## config.mk

```make
export PLATFORM = sky130hd
export DESIGN_NAME = event_unit_hw_barrier_flat
export DESIGN_NICKNAME = d
export VERILOG_FILES = /design/src/rtl/event_unit_hw_barrier_if.sv /design/src/rtl/event_unit_hw_barrier.sv /design/src/flat_wrapper.sv
export SDC_FILE = /design/constraint.sdc
export NUM_CORES = 1
export LEC_CHECK = 0
export ABC_CLOCK_PERIOD_IN_PS = 1800
export BUFFER_PORTS_ARGS = -buffer_cell sky130_fd_sc_hd__buf_2
export CORE_AREA = 2 2 136 138
export DETAILED_ROUTE_END_ITERATION = 10
export DIE_AREA = 0 0 138 140
export GPL_TIMING_DRIVEN = 0
export PLACE_DENSITY_LB_ADDON = 0.1
export SYNTH_ARGS = -nofsm -noshare
export SYNTH_HDL_FRONTEND = slang
export SYNTH_SLANG_ARGS = --single-unit
```

## constraint.sdc

```tcl
create_clock -name clk_i -period 1.8 [get_ports clk_i]
set_clock_uncertainty 0.15 [all_clocks]
set_input_delay 0.54 -clock clk_i [delete_from_list [all_inputs] [get_ports clk_i]]
set_output_delay 0.54 -clock clk_i [all_outputs]
set_load 0.05 [all_outputs]
```

## src/rtl/event_unit_hw_barrier_if.sv

```systemverilog
// Core-side and interconnect-side register bus of the hardware barrier.
// The barrier unit uses the slave modport; the bus driver uses the master modport.
interface event_unit_hw_barrier_if #(
    parameter int unsigned NB_CORES = 4
);
    logic [NB_CORES-1:0]        core_req_i;
    logic [NB_CORES-1:0]        core_wen_i;
    logic [NB_CORES-1:0][2:0]   core_add_i;
    logic [NB_CORES-1:0][31:0]  core_wdata_i;
    logic [NB_CORES-1:0][31:0]  core_rdata_o;

    logic                       periph_req_i;
    logic                       periph_wen_i;
    logic [2:0]                 periph_add_i;
    logic [31:0]                periph_wdata_i;
    logic                       periph_gnt_o;
    logic                       periph_r_valid_o;
    logic [31:0]                periph_r_rdata_o;

    modport slave (
        input  core_req_i, core_wen_i, core_add_i, core_wdata_i,
        output core_rdata_o,
        input  periph_req_i, periph_wen_i, periph_add_i, periph_wdata_i,
        output periph_gnt_o, periph_r_valid_o, periph_r_rdata_o
    );

    modport master (
        output core_req_i, core_wen_i, core_add_i, core_wdata_i,
        input  core_rdata_o,
        output periph_req_i, periph_wen_i, periph_add_i, periph_wdata_i,
        input  periph_gnt_o, periph_r_valid_o, periph_r_rdata_o
    );
endinterface

```

## src/rtl/event_unit_hw_barrier.sv

```systemverilog
// Hardware barrier: collects per-core arrivals under TRIG_MASK and emits a one-cycle
// wake-up pulse of TARGET_MASK once every masked core has arrived.
module event_unit_hw_barrier #(
    parameter int unsigned NB_CORES = 4
) (
    input  logic                    clk_i,
    input  logic                    rst_i,
    event_unit_hw_barrier_if.slave  bus,
    output logic [NB_CORES-1:0]     barrier_event_o
);

    localparam logic [2:0] RegTrigMask   = 3'd0;
    localparam logic [2:0] RegStatus     = 3'd1;
    localparam logic [2:0] RegTargetMask = 3'd2;
    localparam logic [2:0] RegTrigger    = 3'd3;

    typedef enum logic [1:0] {StIdle, StCollect, StFire} state_e;

    state_e                    state_q, state_d;
    logic [NB_CORES-1:0]       trig_mask_q, trig_mask_d;
    logic [NB_CORES-1:0]       target_mask_q, target_mask_d;
    logic [NB_CORES-1:0]       status_q, status_d;
    logic [NB_CORES-1:0]       arrivals;
    logic [NB_CORES-1:0]       next_status;
    logic                      trig_mask_wr;

    logic [NB_CORES-1:0][31:0] core_rdata_q, core_rdata_d;
    logic                      periph_r_valid_q;
    logic [31:0]               periph_r_rdata_q, periph_r_rdata_d;

    logic [NB_CORES-1:0]       unused_core_wdata;
    logic                      unused_periph_wdata;

    function automatic logic [31:0] read_mux(input logic [2:0]          add,
                                             input logic [NB_CORES-1:0] trig,
                                             input logic [NB_CORES-1:0] status,
                                             input logic [NB_CORES-1:0] target);
        logic [31:0] val;
        val = '0;
        case (add)
            RegTrigMask:   val[NB_CORES-1:0] = trig;
            RegStatus:     val[NB_CORES-1:0] = status;
            RegTargetMask: val[NB_CORES-1:0] = target;
            default:       val = '0;
        endcase
        return val;
    endfunction

    // Register writes and arrival collection; periph is applied last so it wins.
    always_comb begin
        trig_mask_d   = trig_mask_q;
        target_mask_d = target_mask_q;
        trig_mask_wr  = 1'b0;
        arrivals      = '0;
        for (int i = 0; i < NB_CORES; i++) begin
            if (bus.core_req_i[i] && !bus.core_wen_i[i]) begin
                case (bus.core_add_i[i])
                    RegTrigMask: begin
                        trig_mask_d  = bus.core_wdata_i[i][NB_CORES-1:0];
                        trig_mask_wr = 1'b1;
                    end
                    RegTargetMask: target_mask_d = bus.core_wdata_i[i][NB_CORES-1:0];
                    RegTrigger:    arrivals[i]   = 1'b1;
                    default: ;
                endcase
            end
        end
        if (bus.periph_req_i && !bus.periph_wen_i) begin
            case (bus.periph_add_i)
                RegTrigMask: begin
                    trig_mask_d  = bus.periph_wdata_i[NB_CORES-1:0];
                    trig_mask_wr = 1'b1;
                end
                RegTargetMask: target_mask_d = bus.periph_wdata_i[NB_CORES-1:0];
                RegTrigger:    arrivals      = arrivals | bus.periph_wdata_i[NB_CORES-1:0];
                default: ;
            endcase
        end
    end

    // Barrier FSM next state; FIRE behaves like IDLE for arrivals so rounds can chain.
    always_comb begin
        state_d         = state_q;
        status_d        = status_q;
        barrier_event_o = '0;
        next_status     = status_q | (arrivals & trig_mask_q);

        if (trig_mask_wr) begin
            status_d = '0;
            state_d  = StIdle;
        end else if ((trig_mask_q != '0) && (next_status == trig_mask_q)) begin
            status_d = '0;
            state_d  = StFire;
        end else begin
            status_d = next_status;
            state_d  = (next_status != '0) ? StCollect : StIdle;
        end

        case (state_q)
            StFire:  barrier_event_o = target_mask_q;
            default: barrier_event_o = '0;
        endcase
    end

    // Read responses see the pre-update register values of the request cycle.
    always_comb begin
        for (int i = 0; i < NB_CORES; i++) begin
            core_rdata_d[i] = '0;
            if (bus.core_req_i[i] && bus.core_wen_i[i]) begin
                core_rdata_d[i] = read_mux(bus.core_add_i[i], trig_mask_q, status_q,
                                           target_mask_q);
            end
            unused_core_wdata[i] = ^bus.core_wdata_i[i][31:NB_CORES-1];
        end
        periph_r_rdata_d = '0;
        if (bus.periph_req_i && bus.periph_wen_i) begin
            periph_r_rdata_d = read_mux(bus.periph_add_i, trig_mask_q, status_q, target_mask_q);
        end
        unused_periph_wdata = ^bus.periph_wdata_i[31:NB_CORES-1];
    end

    always_ff @(posedge clk_i or posedge rst_i) begin
        if (rst_i) begin
            state_q          <= StIdle;
            trig_mask_q      <= '0;
            target_mask_q    <= '0;
            status_q         <= '0;
            core_rdata_q     <= '0;
            periph_r_valid_q <= 1'b0;
            periph_r_rdata_q <= '0;
        end else begin
            state_q          <= state_d;
            trig_mask_q      <= trig_mask_d;
            target_mask_q    <= target_mask_d;
            status_q         <= status_d;
            core_rdata_q     <= core_rdata_d;
            periph_r_valid_q <= bus.periph_req_i;
            periph_r_rdata_q <= periph_r_rdata_d;
        end
    end

    assign bus.core_rdata_o     = core_rdata_q;
    assign bus.periph_gnt_o     = bus.periph_req_i;
    assign bus.periph_r_valid_o = periph_r_valid_q;
    assign bus.periph_r_rdata_o = periph_r_rdata_q;

endmodule
```

## src/flat_wrapper.sv

```systemverilog
// flat-port wrapper written by rule: the top's interface ports become plain ports
module event_unit_hw_barrier_flat 
#(
    parameter int unsigned NB_CORES = 4
)
  (clk_i, rst_i, barrier_event_o, bus_core_req_i, bus_core_wen_i, bus_core_add_i, bus_core_wdata_i, bus_core_rdata_o, bus_periph_req_i, bus_periph_wen_i, bus_periph_add_i, bus_periph_wdata_i, bus_periph_gnt_o, bus_periph_r_valid_o, bus_periph_r_rdata_o);
  event_unit_hw_barrier_if #(.NB_CORES(NB_CORES)) bus_i ();
  input  logic clk_i;
  input  logic rst_i;
  output logic [NB_CORES-1:0] barrier_event_o;
  input wire logic [$bits(bus_i.core_req_i)-1:0] bus_core_req_i;
  input wire logic [$bits(bus_i.core_wen_i)-1:0] bus_core_wen_i;
  input wire logic [$bits(bus_i.core_add_i)-1:0] bus_core_add_i;
  input wire logic [$bits(bus_i.core_wdata_i)-1:0] bus_core_wdata_i;
  output wire logic [$bits(bus_i.core_rdata_o)-1:0] bus_core_rdata_o;
  input wire logic [$bits(bus_i.periph_req_i)-1:0] bus_periph_req_i;
  input wire logic [$bits(bus_i.periph_wen_i)-1:0] bus_periph_wen_i;
  input wire logic [$bits(bus_i.periph_add_i)-1:0] bus_periph_add_i;
  input wire logic [$bits(bus_i.periph_wdata_i)-1:0] bus_periph_wdata_i;
  output wire logic [$bits(bus_i.periph_gnt_o)-1:0] bus_periph_gnt_o;
  output wire logic [$bits(bus_i.periph_r_valid_o)-1:0] bus_periph_r_valid_o;
  output wire logic [$bits(bus_i.periph_r_rdata_o)-1:0] bus_periph_r_rdata_o;
  assign bus_i.core_req_i = bus_core_req_i;
  assign bus_i.core_wen_i = bus_core_wen_i;
  assign bus_i.core_add_i = bus_core_add_i;
  assign bus_i.core_wdata_i = bus_core_wdata_i;
  assign bus_core_rdata_o = bus_i.core_rdata_o;
  assign bus_i.periph_req_i = bus_periph_req_i;
  assign bus_i.periph_wen_i = bus_periph_wen_i;
  assign bus_i.periph_add_i = bus_periph_add_i;
  assign bus_i.periph_wdata_i = bus_periph_wdata_i;
  assign bus_periph_gnt_o = bus_i.periph_gnt_o;
  assign bus_periph_r_valid_o = bus_i.periph_r_valid_o;
  assign bus_periph_r_rdata_o = bus_i.periph_r_rdata_o;
  event_unit_hw_barrier #(.NB_CORES(NB_CORES)) u_core (.clk_i(clk_i), .rst_i(rst_i), .bus(bus_i), .barrier_event_o(barrier_event_o));
endmodule
```

==> results.md <==
Power and ir drop:
- The power per cell area is ~750 nW/um^2.
- The switching component of the power is roughly 1.7 mW.
- The share of total power consumed by net switching is between 40% and 50%.
- The worst-case IR drop observed on VDD is about 0.42 mV.
- The internal power of the cells totals about 2.1 mW.
- The fraction of power consumed by combinational cells is about half.
- The share of total power dissipated in sequential elements is 27.4%.
- The share of total power in the clock network is approximately 22%.
- In this run the static leakage power is 2.90 nW.
- Power comes to 3.86 mW.

STA:
- The setup violation total in the final timing report is 14.
- For the pin with the worst max-slew slack, the measured transition is about 0.73 ns.
- The post-route minimum period is about 1.9 ns.
- Setup total negative slack on the finished layout was measured at -0.228 ns.
- The number of max-slew violations in the final report is 0.
- The normalized max-slew margin is between 50% and 60%.
- The count of final hold-check violations was 0.
- Setup repair after global routing could not meet its margin everywhere.
- For this run, the top clock speed supported by timing is between 0.5 and 0.6 GHz.
- The final worst-path setup slack is -0.0627 ns.
- The post-route fraction of the period consumed by the critical path is 103%.
- The smallest hold slack is roughly 0.23 ns.

Worst setup path:
- The register-to-register setup slack is approximately 0.01 ns.
- The worst register-to-register path ends at u_core.status_q[1]$_DFF_PP0_.
- Walking the worst path, the cells encountered are buf_2 > nand2b_1 > or4_4 > buf_6 > a211o_1 > a31oi_1.
- The largest stage delay on the critical path is around 0.45 ns.
- The critical path is of the input pin to register type.
- The arrival time at the worst endpoint is 1.90 ns.
- The type of origin of the critical path is an input pin.
- The critical path's slowest cell is or4_4.
- Along the worst path, the maximum fanout reaches 8.
- Data on the critical path is required at its endpoint by approximately 1.8 ns.
- The type of element capturing the critical path is a register.
- In this run the critical register-to-register path is launched from u_core.status_q[1]$_DFF_PP0_.
- The depth of the worst register-to-register path is 5.

Routing:
- In the detailed route, the total length drawn on met2 is a little under 5 mm.
- For this block, the initial DRC count from the detailed router was approximately 130.
- The detailed router put a total of between 4 and 5 mm of wire on met1.
- Signal routing reaches up to met5.
- Once detail routing completed, the nets flagged for antenna violations numbered 0.
- The average detailed-routed wire length per instance is roughly 13 um.
- The detailed-route DRC error count is 0.
- The routed design has roughly 11 mm of wire.
- The number of vias after detailed routing is slightly above 3000.
- In the routed layout, each cell is associated on average with a via count of ~3.6.
- The wire length on met3 is around 1.1 mm.
- The pre-antenna-repair detailed-routing pass consisted of 4 iterations.

Placed design:
- The final RePlAce weighted congestion is just over 0.8.
- Once detailed placement completed, the half-perimeter wirelength came to 8.92 mm.
- The count of buffers added on input and output ports is 64.
- Once placement finished, the instance area stood at about 4600 um^2.

Synth:
- The synthesized netlist contains 49 unique library cells.
- The register bit total from synthesis is 35.
- The count of yosys warnings during synthesis is 0.
- Synthesis handed over a netlist of slightly above 400 instances.
- The share of the Yosys chip area taken by registers is between 20 and 30%.
- The mean instance size in the synthesized netlist is ~8.3 um^2.
- The cell area after synthesis is about 3400 um^2.

Flow run:
- The tool flagged a number of max-cap violations equal to 0.

Floorplanning:
- The top-level I/O count is approximately 350.
- The die extent in x is between 100 and 150 um.
- The core area is 17800 um^2.
- The initialized floorplan defines between 40 and 50 standard-cell rows.
- The height of the die is about 140 um.
- The initial core utilization is a little under a fifth.
- The die covers 19300 um^2.

Global routing:
- Summed over all layers, the global routing overflow is 0.
- The combined global-route utilization of all metal layers is ~11%.
- The largest net degree at the start of global routing is 36.
- The first global-routing pass estimated ~17 mm of wire.
- The number of global-route vias before repair is 3000.
- The number of antenna violations at the first check in global routing came to 4.

Layout:
- The share of post-route cells with drive strength above 1 is roughly 48%.
- The number of inserted diodes is 0.
- At the end of the flow, the number of nets in the layout was slightly above 800.
- The finished cells cover 5140 um^2.
- The post-synthesis to final-layout area growth is 51.7%.
- The final-layout fill cell count is between 1500 and 2000.

CTS:
- The H-tree was split into 2 levels.
- The maximum root-to-sink buffer count is 2.
- The latest clock arrival within the worst-skew pair is ~0.28 ns.
- The clock transition at the registers of the reported paths is 0.06 ns.
- The cell at the root of the clock tree is clkbuf_16.
- The number of clock sinks is 35.
- The clock tree from TritonCTS is built.
- In this run, CTS created clock tree buffers numbering 5.
- The hold buffer count at CTS is 0.

Run status:
- The checks that failed: negative setup slack.
- The run finished, with violations left.

Hold path:
- The min-delay analysis places its worst path in the category input pin to asynchronous set/reset pin.
==> critical path, delay by kind of cell <==
family / cells / cell delay, ns
buffers and inverters: 2 / 0.26
AND/OR/NAND/NOR: 2 / 0.62
AO/OA/AOI/OAI: 2 / 0.48
==> routing by layer <==
| metal | vias up | GRT usage, % |
|---|---|---|
| met3 | 21 | 4.03 |
| met2 | 175 | 17.4 |
| met4 | 6 | 2.26 |
| met1 | 1355 | 15.0 |
| met5 | - | 0 |
| li1 | 1554 | - |
==> layout by cell type, fill, tap and decap left out, types with 6 or more instances in the layout <==
cell type	instances
buf_4	165
conb_1	140
buf_2	56
nor2_1	48
dfrtp_1	28
mux2i_1	27
a21oi_1	22
nand2_1	15
a211o_1	8
buf_6	7
buf_8	7
dfrtp_2	7
and2_4	6
==> cells by family after synthesis <==
group                  count (synthesis)  synth area share (%)
AND/OR/NAND/NOR                      118                  18.8
AO/OA/AOI/OAI                         60                  12.0
multiplexers                          28                  8.27
flip-flops                            35                  25.8
buffers and inverters                166                  34.9
other                                  1                 0.111
==> cells in the mapped netlist, drive strengths merged <==
master | number | area [um^2]
a2111oi | 4 | 36.3
a211o | 8 | 70.1
a211oi | 4 | 30.0
a21o | 2 | 15.0
a21oi | 22 | 110
a222oi | 1 | 10.0
a22o | 1 | 8.76
a311oi | 2 | 17.5
a31oi | 5 | 31.3
a32o | 1 | 10.0
a32oi | 2 | 17.5
and2 | 7 | 46.3
and3 | 1 | 6.26
and3b | 1 | 8.76
and4bb | 2 | 25.0
buf | 150 | 1120
clkbuf | 11 | 43.8
conb | 1 | 3.75
dfrtp | 35 | 876
inv | 5 | 18.8
mux2i | 28 | 280
nand2 | 17 | 63.8
nand2b | 5 | 31.3
nand3 | 1 | 5.00
nand4b | 1 | 8.76
nand4bb | 1 | 11.3
nor2 | 53 | 199
nor2b | 6 | 45.0
nor3 | 4 | 20.0
nor3b | 7 | 68.8
nor4 | 5 | 46.3
nor4b | 1 | 8.76
o21ai | 1 | 5.00
o21bai | 2 | 15.0
o22ai | 5 | 31.3
or2 | 1 | 6.26
or3 | 2 | 12.5
or3b | 2 | 17.5
or4 | 1 | 7.51
==> worst max path at each step <==
| stage | startpoint | endpoint | slack [ns] | depth (start not counted) |
|---|---|---|---|---|
| final | bus_core_add_i[5] | u_core.trig_mask_q[2]$_DFF_PP0_ | -0.06 | 6 |
| after global routing | bus_core_add_i[2] | u_core.trig_mask_q[2]$_DFF_PP0_ | -0.11 | 7 |
| after CTS | bus_periph_wen_i | u_core.status_q[2]$_DFF_PP0_ | -0.08 | 7 |
| after detailed placement | bus_core_add_i[8] | u_core.status_q[2]$_DFF_PP0_ | -0.69 | 6 |
| after global placement | bus_core_add_i[8] | u_core.status_q[3]$_DFF_PP0_ | -0.68 | 6 |
| after floorplan | bus_core_add_i[4] | u_core.trig_mask_q[0]$_DFF_PP0_ | -0.08 | 5 |
==> through the flow <==
step | instances | setup slack [ns] | utilization [%]
5_1_grt | 863 | -0.109 | 28.9
3_3_place_gp | 840 | -0.685 | 25.9
4_1_cts | 855 | -0.0799 | 28.1
6_report | 863 | -0.0627 | 28.9
3_5_place_dp | 840 | -0.691 | 25.9
2_1_floorplan | 547 | -0.0782 | -
==> power by group through the flow <==
stage / Sequential, mW / Combinational [mW] / Clock (mW)
finish: 1.06 / 1.94 / 0.863
global route: 1.07 / 2.07 / 0.939
CTS: 1.04 / 1.85 / 0.892
detailed placement: 1.02 / 1.79 / 0
global placement: 1.02 / 1.79 / 0
floorplan: 1.00 / 1.50 / 0
==> flip-flops by register name, indices dropped and copies added (netlist names) <==
| signal | count |
|---|---|
| u_core.status_q | 4 |
| u_core.bus.core_rdata_o | 16 |
| u_core.target_mask_q | 4 |
| u_core.state_q | 2 |
| u_core.trig_mask_q | 4 |
| u_core.bus.periph_r_valid_o | 1 |
| u_core.bus.periph_r_rdata_o | 4 |
==> layout make-up <==
type                       count  area [um^2]  share of cell area (%)
multi-input combinational    346         2060                    40.1
timing repair buffer          85          563                    11.0
tap                          229          287                    5.58
buffer                       156         1180                    23.0
inverter                       5         18.8                   0.365
sequential                    35          885                    17.2
clock buffer                   6          139                    2.70
clock inverter                 1         5.00                  0.0974
==> what timing repair did <==
| item | CTS | global route |
|---|---|---|
| pin swaps | 24 | 8 |
| setup buffers | 11 | 10 |
| cloned | 0 | 0 |
| setup endpoints to repair | 18 | 18 |
| gates resized for setup | 56 | 20 |
Power figures use the tool's default switching activity.
